$ cat config.mk
export PLATFORM = sky130hd
export DESIGN_NAME = uart_rx
export DESIGN_NICKNAME = d
export VERILOG_FILES = /design/src/rtl/uart_rx.sv
export SDC_FILE = /design/constraint.sdc
export NUM_CORES = 1
export LEC_CHECK = 0
export CAP_MARGIN = 20
export CORE_MARGIN = 1
export CORE_UTILIZATION = 45
export CTS_BUF_LIST = sky130_fd_sc_hd__clkbuf_8 sky130_fd_sc_hd__clkbuf_16
export DETAILED_ROUTE_END_ITERATION = 10
export PLACE_DENSITY = 0.67
export SLEW_MARGIN = 10
export SYNTH_ARGS = -nofsm -noshare
export SYNTH_HDL_FRONTEND = slang
export SYNTH_SLANG_ARGS = --single-unit
$ cat constraint.sdc
create_clock -name clk -period 4.15 [get_ports clk]
set_input_delay 0.83 -clock clk [delete_from_list [all_inputs] [get_ports clk]]
set_output_delay 0.83 -clock clk [all_outputs]
set_load 0.01 [all_outputs]
$ cat src/rtl/uart_rx.sv
// uart_rx: 8N1 asynchronous serial receiver feeding a small receive FIFO.
// Bits are sampled at mid-bit from a 2-flop synchronised copy of rxd.
module uart_rx #(
  parameter int CLKS_PER_BIT = 208,
  parameter int FIFO_DEPTH   = 4
) (
  input  logic       clk,
  input  logic       reset,
  input  logic       rxd,
  output logic [7:0] rd_data,
  output logic       rd_valid,
  input  logic       rd_ready,
  output logic       frame_err,
  output logic       overrun
);

  localparam int TW = $clog2(CLKS_PER_BIT);
  localparam int AW = $clog2(FIFO_DEPTH);
  localparam logic [TW-1:0] BIT_LAST  = TW'(CLKS_PER_BIT - 1);
  localparam logic [TW-1:0] HALF_LAST = TW'(CLKS_PER_BIT / 2 - 1);
  localparam logic [TW-1:0] TIMER_ONE = TW'(1);
  localparam logic [AW:0]   PTR_ONE   = (AW + 1)'(1);

  typedef enum logic [2:0] {
    S_IDLE  = 3'd0,
    S_START = 3'd1,
    S_DATA  = 3'd2,
    S_STOP  = 3'd3,
    S_BREAK = 3'd4
  } state_t;

  logic          sync1_q, rxs_q;
  state_t        state_q, state_d;
  logic [TW-1:0] timer_q, timer_d;
  logic [2:0]    bit_idx_q, bit_idx_d;
  logic [7:0]    shift_q, shift_d;
  logic          frame_err_q, frame_err_d;
  logic          overrun_q, overrun_d;
  logic          push_s, pop_s, wr_en_s, full_s, empty_s;
  logic [AW:0]   wr_ptr_q, wr_ptr_d, rd_ptr_q, rd_ptr_d;
  logic [7:0]    mem_q [FIFO_DEPTH];
  logic [7:0]    mem_d [FIFO_DEPTH];

  // Two-flop synchronizer; resets to the idle-high line level.
  always_ff @(posedge clk or posedge reset) begin
    if (reset) begin
      sync1_q <= 1'b1;
      rxs_q   <= 1'b1;
    end else begin
      sync1_q <= rxd;
      rxs_q   <= sync1_q;
    end
  end

  // Receive FSM next-state: start detect, mid-bit sampling, stop check.
  always_comb begin
    state_d     = state_q;
    timer_d     = timer_q;
    bit_idx_d   = bit_idx_q;
    shift_d     = shift_q;
    push_s      = 1'b0;
    frame_err_d = 1'b0;
    case (state_q)
      S_IDLE: begin
        if (!rxs_q) begin
          timer_d = {TW{1'b0}};
          state_d = S_START;
        end else begin
          state_d = S_IDLE;
        end
      end
      S_START: begin
        if (timer_q == HALF_LAST) begin
          timer_d   = {TW{1'b0}};
          bit_idx_d = 3'd0;
          if (rxs_q) begin
            state_d = S_IDLE;   // glitch, not a real start bit
          end else begin
            state_d = S_DATA;
          end
        end else begin
          timer_d = timer_q + TIMER_ONE;
        end
      end
      S_DATA: begin
        if (timer_q == BIT_LAST) begin
          timer_d   = {TW{1'b0}};
          shift_d   = {rxs_q, shift_q[7:1]};   // LSB arrives first
          bit_idx_d = bit_idx_q + 3'd1;
          if (bit_idx_q == 3'd7) begin
            state_d = S_STOP;
          end else begin
            state_d = S_DATA;
          end
        end else begin
          timer_d = timer_q + TIMER_ONE;
        end
      end
      S_STOP: begin
        if (timer_q == BIT_LAST) begin
          timer_d = {TW{1'b0}};
          if (rxs_q) begin
            push_s  = 1'b1;
            state_d = S_IDLE;
          end else begin
            frame_err_d = 1'b1;
            state_d     = S_BREAK;
          end
        end else begin
          timer_d = timer_q + TIMER_ONE;
        end
      end
      S_BREAK: begin
        // Hold here while the line stays low so a break reports only once.
        if (rxs_q) begin
          state_d = S_IDLE;
        end else begin
          state_d = S_BREAK;
        end
      end
      default: begin
        state_d = S_IDLE;
      end
    endcase
  end

  assign empty_s = (wr_ptr_q == rd_ptr_q);
  assign full_s  = (wr_ptr_q[AW] != rd_ptr_q[AW]) &&
                   (wr_ptr_q[AW-1:0] == rd_ptr_q[AW-1:0]);
  assign pop_s   = !empty_s && rd_ready;
  // A full FIFO still accepts the byte when the head is popped in the same cycle.
  assign wr_en_s = push_s && (!full_s || pop_s);

  // FIFO next-state: write at the tail, advance pointers, flag dropped bytes.
  always_comb begin
    mem_d     = mem_q;
    wr_ptr_d  = wr_ptr_q;
    rd_ptr_d  = rd_ptr_q;
    overrun_d = push_s && full_s && !pop_s;
    if (wr_en_s) begin
      mem_d[wr_ptr_q[AW-1:0]] = shift_q;
      wr_ptr_d                = wr_ptr_q + PTR_ONE;
    end else begin
      wr_ptr_d = wr_ptr_q;
    end
    if (pop_s) begin
      rd_ptr_d = rd_ptr_q + PTR_ONE;
    end else begin
      rd_ptr_d = rd_ptr_q;
    end
  end

  // State, datapath, FIFO and pulse-output registers.
  always_ff @(posedge clk or posedge reset) begin
    if (reset) begin
      state_q     <= S_IDLE;
      timer_q     <= {TW{1'b0}};
      bit_idx_q   <= 3'd0;
      shift_q     <= 8'h00;
      frame_err_q <= 1'b0;
      overrun_q   <= 1'b0;
      wr_ptr_q    <= {(AW + 1){1'b0}};
      rd_ptr_q    <= {(AW + 1){1'b0}};
      for (int i = 0; i < FIFO_DEPTH; i++) begin
        mem_q[i] <= 8'h00;
      end
    end else begin
      state_q     <= state_d;
      timer_q     <= timer_d;
      bit_idx_q   <= bit_idx_d;
      shift_q     <= shift_d;
      frame_err_q <= frame_err_d;
      overrun_q   <= overrun_d;
      wr_ptr_q    <= wr_ptr_d;
      rd_ptr_q    <= rd_ptr_d;
      mem_q       <= mem_d;
    end
  end

  assign rd_data   = mem_q[rd_ptr_q[AW-1:0]];
  assign rd_valid  = !empty_s;
  assign frame_err = frame_err_q;
  assign overrun   = overrun_q;

endmodule

# ---- Yosys cells after proc, flatten, opt, wreduce, memory -nomap -nowiden
# Index checks and enable logic that the tools add are counted.
dict set report word_totals {
  register_bits 64
  in_bits 4
  out_inout_bits 11
  wordCells 82
}
dict set report classes {
  n_addsub 4
  magnitude_cmp 3
  n_eq_ne 14
  muxes 27
  bitwise 2
  reduce_logical 18
}
# cell n
set ops {}
lappend ops {{two-way mux 8 bit} 6}
lappend ops {{bitwise mux 32 bit} 1}
lappend ops {{case mux 8 bit (3 select lines)} 1}
lappend ops {{two-way mux 3 bit} 6}
lappend ops {{binary-select mux 8 bit (select 2 bit)} 1}
lappend ops {{demux 8 bit (select 2 bit)} 1}
lappend ops {{case mux 3 bit (5 select lines)} 1}
lappend ops {{adder 3 x 1 -> 3 bit (second input constant)} 3}
lappend ops {{adder 8 x 1 -> 8 bit (second input constant)} 1}
lappend ops {{equality test 8 x 7 -> 1 bit (second input constant)} 1}
lappend ops {{equality test 8 bit (second input constant)} 1}
lappend ops {{two-way mux 1 bit} 8}
lappend ops {{!= test 2 bit (second input constant)} 4}
lappend ops {{equality test 3 x 2 -> 1 bit (second input constant)} 2}
lappend ops {{equality test 3 bit (second input constant)} 2}
lappend ops {{>= comparator 3 bit (second input constant)} 2}
lappend ops {{logical AND 1 bit} 6}
lappend ops {{inverter 2 -> 3 bit} 2}
lappend ops {{case mux 3 bit (2 select lines)} 1}
lappend ops {{AND reduction 3 bit} 2}
lappend ops {{AND reduction 2 bit} 2}
lappend ops {{equality test 3 x 1 -> 1 bit (second input constant)} 1}
lappend ops {{equality test 3 bit} 1}
lappend ops {{zero test 1 bit} 3}
lappend ops {{9 further kinds} 9}

# ---- Longest topological paths before layout
dict set report logic_depth {
  ltp_word 6
  depth_mapped 6
  ltp_nobuf 5
}

# ---- Least setup slack after synthesis
# No wires, ideal clock.
dict set report synth_timing {
  kind {register to output}
  start {register rd_ptr_q[0]}
  end {output rd_data[0]}
  arrival_time_ns 1.077
  required_ns 3.320
  path_slack_ns 2.243
  path_stages_with_launch 3
  path_buffers 1
  cell_sequence {dfrtp_1 -> buf_4 -> mux4_2}
}
dict set report synth_via {
  elab_chain_cells 4
}
# element line_no
set synth_rtl {}
lappend synth_rtl {{start: declaration} 40} ;# logic [AW:0] wr_ptr_q, wr_ptr_d, rd_ptr_q, rd_ptr_d;
lappend synth_rtl {{start signal: assignment} 163} ;# rd_ptr_q <= {(AW + 1){1'b0}};
lappend synth_rtl {{start signal: assignment} 175} ;# rd_ptr_q <= rd_ptr_d;
lappend synth_rtl {{inverter 2 -> 3 bit (implied by the code)} 180} ;# assign rd_data = mem_q[rd_ptr_q[AW-1:0]];
lappend synth_rtl {{binary-select mux 8 bit (select 2 bit)} 180}
lappend synth_rtl {{two-way mux 8 bit (implied by the code) (2 in a row)} 180}
lappend synth_rtl {{end: declaration} 10} ;# output logic [7:0] rd_data,
# No other way between the ends. The select of a mux whose other input is x is not followed.

# ---- Final worst setup path
dict set report layout_timing {
  start {register rd_ptr_q[0]}
  end {output rd_data[6]}
}
# Same word-level chain as after synthesis.

==> impl_results.html <==
<table>
<tr><th>Metric</th><th>Value</th></tr>
<tr><th colspan="2">Power and ir drop</th></tr>
<tr><td>Combinational share of power</td><td>0.014</td></tr>
<tr><td>Net switching component of the power</td><td>263 uW</td></tr>
<tr><td>Power Internal</td><td>987 uW</td></tr>
<tr><td>Total power density per cell area</td><td>362 nW/um2</td></tr>
<tr><td>Leakage power summed over all cells</td><td>0.00167 uW</td></tr>
<tr><td>Clock group share of total power</td><td>0.485</td></tr>
<tr><td>Proportion of power drawn by flip-flops and latches</td><td>0.501</td></tr>
<tr><td>Switching fraction of total power</td><td>0.210</td></tr>
<tr><td>Max rail drop VDD</td><td>between 0.15 and 0.2 mV</td></tr>
<tr><th colspan="2">Floorplanning</th></tr>
<tr><td>Area of the core region</td><td>roughly 6400 um2</td></tr>
<tr><td>Die Y</td><td>around 84 um</td></tr>
<tr><td>Die X</td><td>around 84 um</td></tr>
<tr><td>Rows</td><td>29</td></tr>
<tr><td>Initial Util</td><td>0.472</td></tr>
<tr><td>Overall die area</td><td>7070 um2</td></tr>
<tr><td>I/O pin count</td><td>15</td></tr>
<tr><th colspan="2">Logic synthesis</th></tr>
<tr><td>Number of unique standard cell types used by synthesis</td><td>43</td></tr>
<tr><td>Synthesized-area fraction occupied by adder cells</td><td>0.0330</td></tr>
<tr><td>Mapped Cells</td><td>about 220</td></tr>
<tr><td>Fraction of the mapped netlist area in simple logic gates</td><td>0.108</td></tr>
<tr><td>Synth Net Count</td><td>between 200 and 250</td></tr>
<tr><td>Number of warnings reported in the yosys synthesis log</td><td>0</td></tr>
<tr><td>Synthesis-stage register bit count</td><td>64</td></tr>
<tr><td>Average cell area after synthesis</td><td>approximately 14 um2</td></tr>
<tr><td>Largest area contributor in the netlist</td><td>sky130_fd_sc_hd__dfrtp_1</td></tr>
<tr><td>Ys flop type</td><td>sky130_fd_sc_hd__dfrtp_1</td></tr>
<tr><td>Main combinational cell family by area after synthesis</td><td>multiplexers</td></tr>
<tr><td>Share of flip-flops with an asynchronous set or reset</td><td>1.00</td></tr>
<tr><td>Fraction of the yosys area taken by sequential cells</td><td>0.529</td></tr>
<tr><td>Compound-gate portion of the synthesized area</td><td>0.0512</td></tr>
<tr><td>Post-synthesis instance area</td><td>just over 3000 um2</td></tr>
<tr><td>Top-area cell type share of the netlist area</td><td>0.512</td></tr>
<tr><td>Multiplexer share of the synthesized area</td><td>0.227</td></tr>
<tr><td>Number of enable flip-flop cells after synthesis</td><td>0</td></tr>
<tr><td>Share of the synthesized netlist area taken by xor and xnor gates</td><td>0.0231</td></tr>
<tr><td>Area contributors post-synth</td><td>sky130_fd_sc_hd__dfrtp_1 51%, sky130_fd_sc_hd__mux2_2 8.9%, sky130_fd_sc_hd__mux2_1 7.1%</td></tr>
<tr><th colspan="2">Flow run</th></tr>
<tr><td>Max Cap Violations</td><td>0</td></tr>
<tr><th colspan="2">Finish</th></tr>
<tr><td>Area of the multi-input gates</td><td>about 1300 um2</td></tr>
<tr><td>Fillers</td><td>between 500 and 600</td></tr>
<tr><td>Area added between synthesis and finish</td><td>13.8%</td></tr>
<tr><td>Count of placed standard cells in the final layout, fillers left out</td><td>between 300 and 400</td></tr>
<tr><td>Final #Nets</td><td>251</td></tr>
<tr><td>Number of diodes</td><td>0</td></tr>
<tr><td>Register area</td><td>1600 um2</td></tr>
<tr><td>Share of layout cells above drive strength 1</td><td>0.242</td></tr>
<tr><th colspan="2">Placement</th></tr>
<tr><td>Cells after DPL</td><td>a little over 300</td></tr>
<tr><td>Placer congestion estimate</td><td>around 0.71</td></tr>
<tr><td>Port Buf Inserts</td><td>14</td></tr>
<tr><td>Detail Placement HPWL</td><td>between 3 and 4 mm</td></tr>
<tr><th colspan="2">Worst setup path</th></tr>
<tr><td>Reg-to-reg setup timing slack</td><td>about 1.9 ns</td></tr>
<tr><td>Worst setup endpoint</td><td>rd_data[6]</td></tr>
<tr><td>Origin of the worst setup path</td><td>rd_ptr_q[0]$_DFFE_PP0P_</td></tr>
<tr><td>CP startpoint kind</td><td>flip-flop</td></tr>
<tr><td>Arrival time at the worst endpoint</td><td>between 2 and 2.5 ns</td></tr>
<tr><td>Worst Path Max Fanout</td><td>11</td></tr>
<tr><td>Worst reg2reg endpoint</td><td>mem_q[26]$_DFFE_PP0P_</td></tr>
<tr><td>Endpoint class of the critical path</td><td>output port</td></tr>
<tr><td>Number of cells on the worst reg-to-reg path</td><td>5</td></tr>
<tr><td>Startpoint of the worst register-to-register path</td><td>timer_q[1]$_DFFE_PP0P_</td></tr>
<tr><td>Type of the setup path with the least slack</td><td>flip-flop to output port</td></tr>
<tr><td>Data required time of the critical path</td><td>roughly 3.3 ns</td></tr>
<tr><th colspan="2">GRT</th></tr>
<tr><td>Overflow left after global routing</td><td>0</td></tr>
<tr><td>Wire length of the first global-routing pass</td><td>~9 mm</td></tr>
<tr><td>Number of global-route vias before repair</td><td>1,807</td></tr>
<tr><td>Number of antenna violations at the first check in global routing</td><td>0</td></tr>
<tr><td>All-Layer GR Usage</td><td>0.170</td></tr>
<tr><td>Maximum number of pins on one net before global-route repair</td><td>35</td></tr>
<tr><th colspan="2">STA</th></tr>
<tr><td>Number of max-slew violations in the final report</td><td>0</td></tr>
<tr><td>Fin Setup TNS</td><td>0 ns</td></tr>
<tr><td>Max_slew headroom</td><td>0.525</td></tr>
<tr><td>Peak Freq</td><td>0.327 GHz</td></tr>
<tr><td>Unrepaired setup endpoints after global routing</td><td>no</td></tr>
<tr><td>Skew final</td><td>0.0101 ns</td></tr>
<tr><td>Shortest period the worst path allows</td><td>between 3 and 4 ns</td></tr>
<tr><td>Final setup violation count</td><td>0</td></tr>
<tr><td>Post-route fraction of the period consumed by the critical path</td><td>0.736</td></tr>
<tr><td>Worst-margin pin slew</td><td>approximately 0.71 ns</td></tr>
<tr><td>Number of failing hold endpoints at the final stage</td><td>0</td></tr>
<tr><th colspan="2">Routing</th></tr>
<tr><td>Remaining number of nets flagged by the antenna check after routing</td><td>0</td></tr>
<tr><td>Iteration-0 DRC Markers</td><td>approximately 70</td></tr>
<tr><td>Vias after detailed routing</td><td>between 1.5k and 2k</td></tr>
<tr><td>Detailed-route wire length per cell</td><td>between 15 and 20 um</td></tr>
<tr><td>DR vias/cell</td><td>5.43</td></tr>
<tr><td>DRC Markers</td><td>0</td></tr>
<tr><td>Drt first pass iters</td><td>4</td></tr>
<tr><td>Routed wire length</td><td>roughly 5.2 mm</td></tr>
<tr><th colspan="2">Clock tree</th></tr>
<tr><td>Sinks on the clock net</td><td>between 60 and 70</td></tr>
<tr><td>Latest clock arrival within the worst-skew pair</td><td>0.34 ns</td></tr>
<tr><td>TritonCTS clock tree</td><td>yes</td></tr>
<tr><td>Root buf cell</td><td>sky130_fd_sc_hd__clkbuf_8</td></tr>
<tr><td>Number of gates resized after cts</td><td>0</td></tr>
<tr><td># Post-CTS Setup Buffers</td><td>0</td></tr>
<tr><td>Buffer depth of the longest clock path</td><td>2</td></tr>
<tr><td>Register clock-pin slew on the reported worst setup and hold paths</td><td>about 0.070 ns</td></tr>
<tr><td>Htree depth</td><td>3</td></tr>
<tr><td>Clock buffer count from CTS</td><td>9</td></tr>
<tr><td>Cts-stage hold buffer count</td><td>0</td></tr>
<tr><th colspan="2">Outcome</th></tr>
<tr><td>Run status</td><td>complete, no violations</td></tr>
<tr><th colspan="2">Worst hold path</th></tr>
<tr><td>Startpoint of the most critical hold path</td><td>sync1_q$_DFF_PP1_</td></tr>
<tr><td>Path class of the lowest-slack min-delay path</td><td>flip-flop to flip-flop</td></tr>
</table>
-- per-layer routing --
metal / GRT usage / vias up / share of wire
li1: - / 847 / -
met1: 0.219 / 871 / 0.48
met2: 0.267 / 18 / 0.48
met3: 0.0593 / 6 / 0.030
met4: 0.0564 / 0 / 0.0094
met5: 0 / - / 0
-- kinds of logic (layout without fill, tap and decap cells) --
group / after synthesis / after routing
AO/OA/AOI/OAI: 22 / 22
XOR/XNOR: 8 / 8
adder cells (fa/ha/maj): 8 / 8
buffers and inverters: 16 / 38
flip-flops: 64 / 64
multiplexers: 53 / 53
AND/OR/NAND/NOR: 51 / 51
-- Yosys cell counts, types with 3 or more instances --
library cell / count
sky130_fd_sc_hd__xnor2_1: 5
sky130_fd_sc_hd__buf_2: 5
sky130_fd_sc_hd__xor2_1: 3
sky130_fd_sc_hd__buf_4: 5
sky130_fd_sc_hd__dfrtp_1: 62
sky130_fd_sc_hd__nor2_1: 7
sky130_fd_sc_hd__nand3_1: 4
sky130_fd_sc_hd__ha_1: 8
sky130_fd_sc_hd__inv_1: 6
sky130_fd_sc_hd__and3_1: 5
sky130_fd_sc_hd__nand2_1: 13
sky130_fd_sc_hd__a22o_1: 3
sky130_fd_sc_hd__mux2_2: 24
sky130_fd_sc_hd__mux2_1: 19
sky130_fd_sc_hd__nor4_1: 3
sky130_fd_sc_hd__mux4_2: 8
sky130_fd_sc_hd__o22ai_1: 3
sky130_fd_sc_hd__nand2b_1: 3
sky130_fd_sc_hd__o21ai_0: 5
-- power groups by stage --
stage               sequential (uW)  clock, uW  combinational, uW
floorplan                       638          0               10.1
global placement                638          0               18.5
detailed placement              638          0               18.6
CTS                             626        625               18.6
global route                    626        655               20.8
finish                          626        606               17.6
-- cells in the final DEF, fill, tap and decap left out, types with 3 or more instances in the layout --
cell type,synthesis,layout
sky130_fd_sc_hd__xnor2_1,5,5
sky130_fd_sc_hd__o22ai_1,3,3
sky130_fd_sc_hd__nand2b_1,3,3
sky130_fd_sc_hd__and3_1,5,5
sky130_fd_sc_hd__xor2_1,3,3
sky130_fd_sc_hd__nor2_1,7,7
sky130_fd_sc_hd__clkdlybuf4s50_1,0,14
sky130_fd_sc_hd__o21ai_0,5,5
sky130_fd_sc_hd__a22o_1,3,3
sky130_fd_sc_hd__nor4_1,3,3
sky130_fd_sc_hd__inv_1,6,5
sky130_fd_sc_hd__clkbuf_8,0,10
sky130_fd_sc_hd__mux2_2,24,24
sky130_fd_sc_hd__nand3_1,4,4
sky130_fd_sc_hd__dfrtp_1,62,62
sky130_fd_sc_hd__ha_1,8,8
sky130_fd_sc_hd__mux2_1,19,19
sky130_fd_sc_hd__mux4_2,8,8
sky130_fd_sc_hd__nand2_1,13,13
-- flip-flops by register name, indices dropped and copies added (netlist names), 3 cells and up --
signal	count
timer_q	8
mem_q	32
wr_ptr_q	3
bit_idx_q	3
rd_ptr_q	3
shift_q	8
state_q	3
-- critical path, cell delays in order (launching register included) --
cell and delay [ns]:
sky130_fd_sc_hd__dfrtp_1 0.79, sky130_fd_sc_hd__mux4_2 0.60, sky130_fd_sc_hd__clkdlybuf4s50_1 0.49
-- layout make-up --
cell class                      count  area share
Clock buffer                       10      0.0399
Multi-Input combinational cell    142       0.389
Sequential cell                    64       0.465
Inverter                            6     0.00653
Tap cell                           77      0.0279
Timing Repair Buffer               16      0.0450
Clock inverter                      6      0.0265
-- metrics by stage --
| step | cell area [um2] | power [uW] | hold WS (ns) | worst slack, ns | util |
|---|---|---|---|---|---|
| 2_1_floorplan | 3030 | 648 | 0.345 | 1.73 | - |
| 3_3_place_gp | 3220 | 657 | 0.348 | 1.49 | 0.501 |
| 3_5_place_dp | 3220 | 657 | 0.347 | 1.45 | 0.501 |
| 4_1_cts | 3450 | 1270 | 0.351 | 1.05 | 0.537 |
| 5_1_grt | 3450 | 1300 | 0.355 | 0.993 | 0.537 |
| 6_report | 3450 | 1250 | 0.353 | 1.10 | 0.537 |
-- worst min-delay path by stage --
stage,to,slack (ns),depth (start not counted)
floorplan,rxs_q$_DFF_PP1_,0.35,0
global placement,rxs_q$_DFF_PP1_,0.35,0
detailed placement,rxs_q$_DFF_PP1_,0.35,0
CTS,rxs_q$_DFF_PP1_,0.35,0
global route,rxs_q$_DFF_PP1_,0.35,0
finish,rxs_q$_DFF_PP1_,0.35,0
Power figures use the tool's default switching activity.
==> RTL change 1, RTL diff (config.mk and constraints unchanged) <==
Take the reset off `shift_q` and load it in a clocked block of its own.
--- a/src/rtl/uart_rx.sv
+++ b/src/rtl/uart_rx.sv
@@ -156,7 +156,6 @@
       state_q     <= S_IDLE;
       timer_q     <= {TW{1'b0}};
       bit_idx_q   <= 3'd0;
-      shift_q     <= 8'h00;
       frame_err_q <= 1'b0;
       overrun_q   <= 1'b0;
       wr_ptr_q    <= {(AW + 1){1'b0}};
@@ -168,13 +167,16 @@
       state_q     <= state_d;
       timer_q     <= timer_d;
       bit_idx_q   <= bit_idx_d;
-      shift_q     <= shift_d;
       frame_err_q <= frame_err_d;
       overrun_q   <= overrun_d;
       wr_ptr_q    <= wr_ptr_d;
       rd_ptr_q    <= rd_ptr_d;
       mem_q       <= mem_d;
     end
+  end
+
+  always_ff @(posedge clk) begin
+    shift_q <= shift_d;
   end
 
   assign rd_data   = mem_q[rd_ptr_q[AW-1:0]];
Check against the original RTL: no difference found for any inputs over 10 cycles, from zero or initial values and one cycle with reset high; that may be too few to reach the edited logic, so the function may still have changed.
==> RTL change 1 against the unedited design <==
- clock skew about the same
- routed wire length down 4.1%
- synthesized cell count down 4.1%
- synthesized area down 0.45%
- first-iteration DRC count down 28%
- die area down 0.44%
- sequential cell count unchanged
- fmax up 0.91%
- the run now ends with design-rule violations left
- count of clock-buffer cells in the layout down 1
- critical endpoint is now rd_data[1]
- design area down 1.8%
- setup slack better by 0.028 ns
Power is not compared: it rests on default switching activity, and its combinational part moved more than twofold at a synthesized area within 25%.
==> RTL change 1: results (changes against the unedited design) <==
metric;value;unit;change
crit_arrival;2.20;ns;-0.02 ns
ir_drop;0.0001880;V;
post-place-ws;1.450;ns;-0.001290 ns
clock_latency;0.34;ns;about the same
drive_gt1_share;29.96;%;+5.8 points
clk_path_buf_depth;2;;unchanged
synth-xor-area-share;2.323;%;+0.011 points
reg.largest.list;mem_q x32, shift_q x8, timer_q x8;;
min_path_type;flip-flop to flip-flop;;
hpwl;3309;um;-4.0%
rr_worst_depth;4;;-1
yosys_warnings;0;;unchanged
gp_congestion;0.7374;;+4.2%
ctsRootBufferMaster;clkbuf_8;;
ctsResizeCount;0;;unchanged
path_max_fanout;11;;unchanged
synth_nets;225;;-3.8%
portBuffers;14;;unchanged
synth_cell_types;48;;+12%
grt_max_degree;30;;-14%
crit_end;rd_data[1];;
reg2reg_to;mem_q[1];;
synth_compound_area_share;5.309;%;+0.19 points
finClkSkew;0.01005;ns;-0.00007530 ns
clkTransAtPathRegs;0.07;ns;about the same
synthTopCellsByArea;dfrtp_1, mux2_2, edfxtp_1;;
antenna_found_initial;0;;unchanged
reg2reg_slack;1.86;ns;
fin_nets;244;;-2.8%
wirelength;4977;um;-4.1%
cts_setup_buffers;0;;unchanged
routed-via-count;1734;;-0.46%
diodes;0;;unchanged
yosys.area_share.adder;3.318;%;+0.015 points
ys_top_cells_by_count;dfrtp_1, mux2_2, nand2_1;;
drt_pass1_iterations;7;;+3
grt_usage;16.01;%;-0.96 points
rows;29;;unchanged
post_dp_cell_area;3161;um2;-1.8%
synth-async-reset-ratio;87.50;%;-13 points
leakagePower;0.001503;uW;
fmax;330.4;MHz;+0.91%
fillCellCount;560;;+3.5%
grt_pass1_wl;8542;um;-6.1%
outcome;finished with violations;;
drtIter0Drc;50;;-28%
cts_buffers;9;;unchanged
relSlewSlack;57.28;%;+4.7 points
first_global_vias;1761;;-2.5%
setup.worst_path.start;rd_ptr_q[0];;
drc;2;;+2
synth_mux_area_share;19.99;%;-2.8 points
synth_edf_count;8;;+8
h-tree-depth;3;;unchanged
failed_checks;design-rule violations;;
switching_share;24.95;%;
seq_area_frac_synth;54.50;%;+1.6 points
[RTL change 1: worst max-delay path: stages (launching register included)]
cell	delay (ns)
dfrtp_1	0.76
mux4_1	0.63
clkdlybuf4s50_1	0.49
[RTL change 1: worst min-delay path by stage]
stage / endpoint / from / slack (ns) / cells after the start
after CTS: rxs_q / sync1_q / 0.36 / 0
final: rxs_q / sync1_q / 0.36 / 0
after detailed placement: rxs_q / sync1_q / 0.35 / 0
after global placement: rxs_q / sync1_q / 0.35 / 0
after floorplan: rxs_q / sync1_q / 0.35 / 0
after global routing: rxs_q / sync1_q / 0.37 / 0
[RTL change 1: kinds of logic after synthesis]
group / count (synthesis)
buf+inv: 14
mux: 44
simple gates: 52
compound gates: 23
fa+ha+maj: 8
flops: 64
xor+xnor: 8
[RTL change 1: cell type report]
cell class | count | area [um2] | share of cell area (%)
Timing Repair Buffer | 16 | 155.1 | 4.581
Inverter | 6 | 22.52 | 0.6649
Multi-Input combinational cell | 135 | 1242 | 36.68
Clock inverter | 7 | 102.6 | 3.029
Clock buffer | 9 | 123.9 | 3.657
Tap cell | 77 | 96.34 | 2.844
Sequential cell | 64 | 1644 | 48.54
[RTL change 1: through the flow]
step | total power, uW | cells | hold WS [ns]
floorplan | 812.3 | 213 | 0.3452
global placement | 830.2 | 298 | 0.3458
detailed placement | 832.8 | 298 | 0.3472
CTS | 1436 | 314 | 0.3582
global route | 1481 | 314 | 0.3673
finish | 1418 | 314 | 0.3575
[RTL change 1: power groups by stage]
stage	Clock [uW]	Combinational, uW	Sequential, uW
global placement	0	110	720
CTS	616	111	709
floorplan	0	140	672
detailed placement	0	111	722
global route	648	118	715
finish	602	109	707
[RTL change 1: layer usage]
metal | up-vias | track usage [%] | part of all wire, %
li1 | 828 | - | -
met1 | 874 | 20.47 | 48
met2 | 23 | 25.48 | 48
met3 | 9 | 4.154 | 2.0
met4 | 0 | 7.524 | 1.8
met5 | - | 0 | 0
==> RTL change 2, RTL diff (same settings) <==
Made on the original files. `CLKS_PER_BIT`: 208 -> 312.
--- a/src/rtl/uart_rx.sv
+++ b/src/rtl/uart_rx.sv
@@ -1,7 +1,7 @@
 // uart_rx: 8N1 asynchronous serial receiver feeding a small receive FIFO.
 // Bits are sampled at mid-bit from a 2-flop synchronised copy of rxd.
 module uart_rx #(
-  parameter int CLKS_PER_BIT = 208,
+  parameter int CLKS_PER_BIT = 312,
   parameter int FIFO_DEPTH   = 4
 ) (
   input  logic       clk,
Function: same outputs for any inputs over 10 cycles, from zero or initial values and one cycle with reset high; that may be too few to reach the edited logic, so the function may still have changed.
==> RTL change 2 against the unedited design <==
- sequential cell count is 1 higher
- clock skew fell by 0.0039 ns
- fmax shrank 0.18%
- design area up 0.83%
- total power is 10% lower
- routed wire length grew 8.6%
- setup slack lost 0.0056 ns
- combinational power is 5% lower
- synthesized area is 3.0% higher
- clock power fell by 23%
- critical endpoint is now rd_data[3]
- largest cell class unchanged
- largest power group unchanged
==> RTL change 2: results (changes against the unedited design) <==
metric;value;unit;change
outcome;complete, no violations;;
clk-power;467;uW;-23%
fin_nets;266;;+6.0%
drive_gt1_share;27.41;%;+3.2 points
wire_per_inst;16.77;um;+3.7%
fillCellCount;552;;+2.0%
hpwl;3773;um;+9.4%
n_all_inverters;7;;+1
timing.rr.start;rd_ptr_q[0];;
crit_end;rd_data[3];;
via_per_inst;5.667;;+4.4%
min_period_over_period;73.73;%;+0.14 points
area_growth;11.43;%;
seq_area_frac_synth;52.21;%;-0.73 points
leakagePower;0.001612;uW;-3.5%
nMultiInputCombCells;156;;+9.9%
post_dp_cell_area;3303;um2;+2.6%
pg_comb;16.8;uW;-5%
reg2reg_slack;2.00;ns;+0.13 ns
relSlewSlack;46.03;%;-6.5 points
finClkSkew;0.006262;ns;-0.003862 ns
grt_pass1_wl;9680;um;+6.4%
placedCellCount;320;;+4.9%
reg.largest.list;mem_q x32, timer_q x9, shift_q x8;;
first_global_vias;1877;;+3.9%
synth_nets;249;;+6.4%
clkPwrFrac;41.7;%;-6.8 points
clk_share;5.002;%;-1.6 points
dieArea;7272;um2;+2.9%
bufAreaShareNonClock;4.246;%;-0.25 points
ys_top_cells_by_count;dfrtp_1, mux2_2, nand2_1;;
n_all_buffers;15;;-1
[RTL change 2: cell types whose count changed in the layout (fill, tap and decap cells not counted), moves of 3 or more]
cell     change
and3_1       -4
inv_1        +3
mux2_1      -15
a21oi_1      +4
nand2_1      +7
mux2_2      +15
nand3_4      +4
[RTL change 2: cell families after synthesis]
family	count (synthesis)	synth area share, %
fa+ha+maj	8	3.208
mux	51	21.29
flops	65	52.21
buf+inv	16	2.806
xor+xnor	7	1.965
compound gates	26	5.332
simple gates	64	13.19
[RTL change 2: per-layer routing]
layer,up-vias,track usage (%),wire length [um]
li1,907,-,-
met1,958,26.54,2895
met2,30,25.07,2481
met3,9,3.307,143
met4,0,8.939,115
met5,-,0,0
[RTL change 2: worst max-delay path, delay by kind of cell (launching register included)]
kind | cells | cell delay [ns]
multiplexers | 1 | 0.61
flip-flops | 1 | 0.79
buffers and inverters | 1 | 0.49
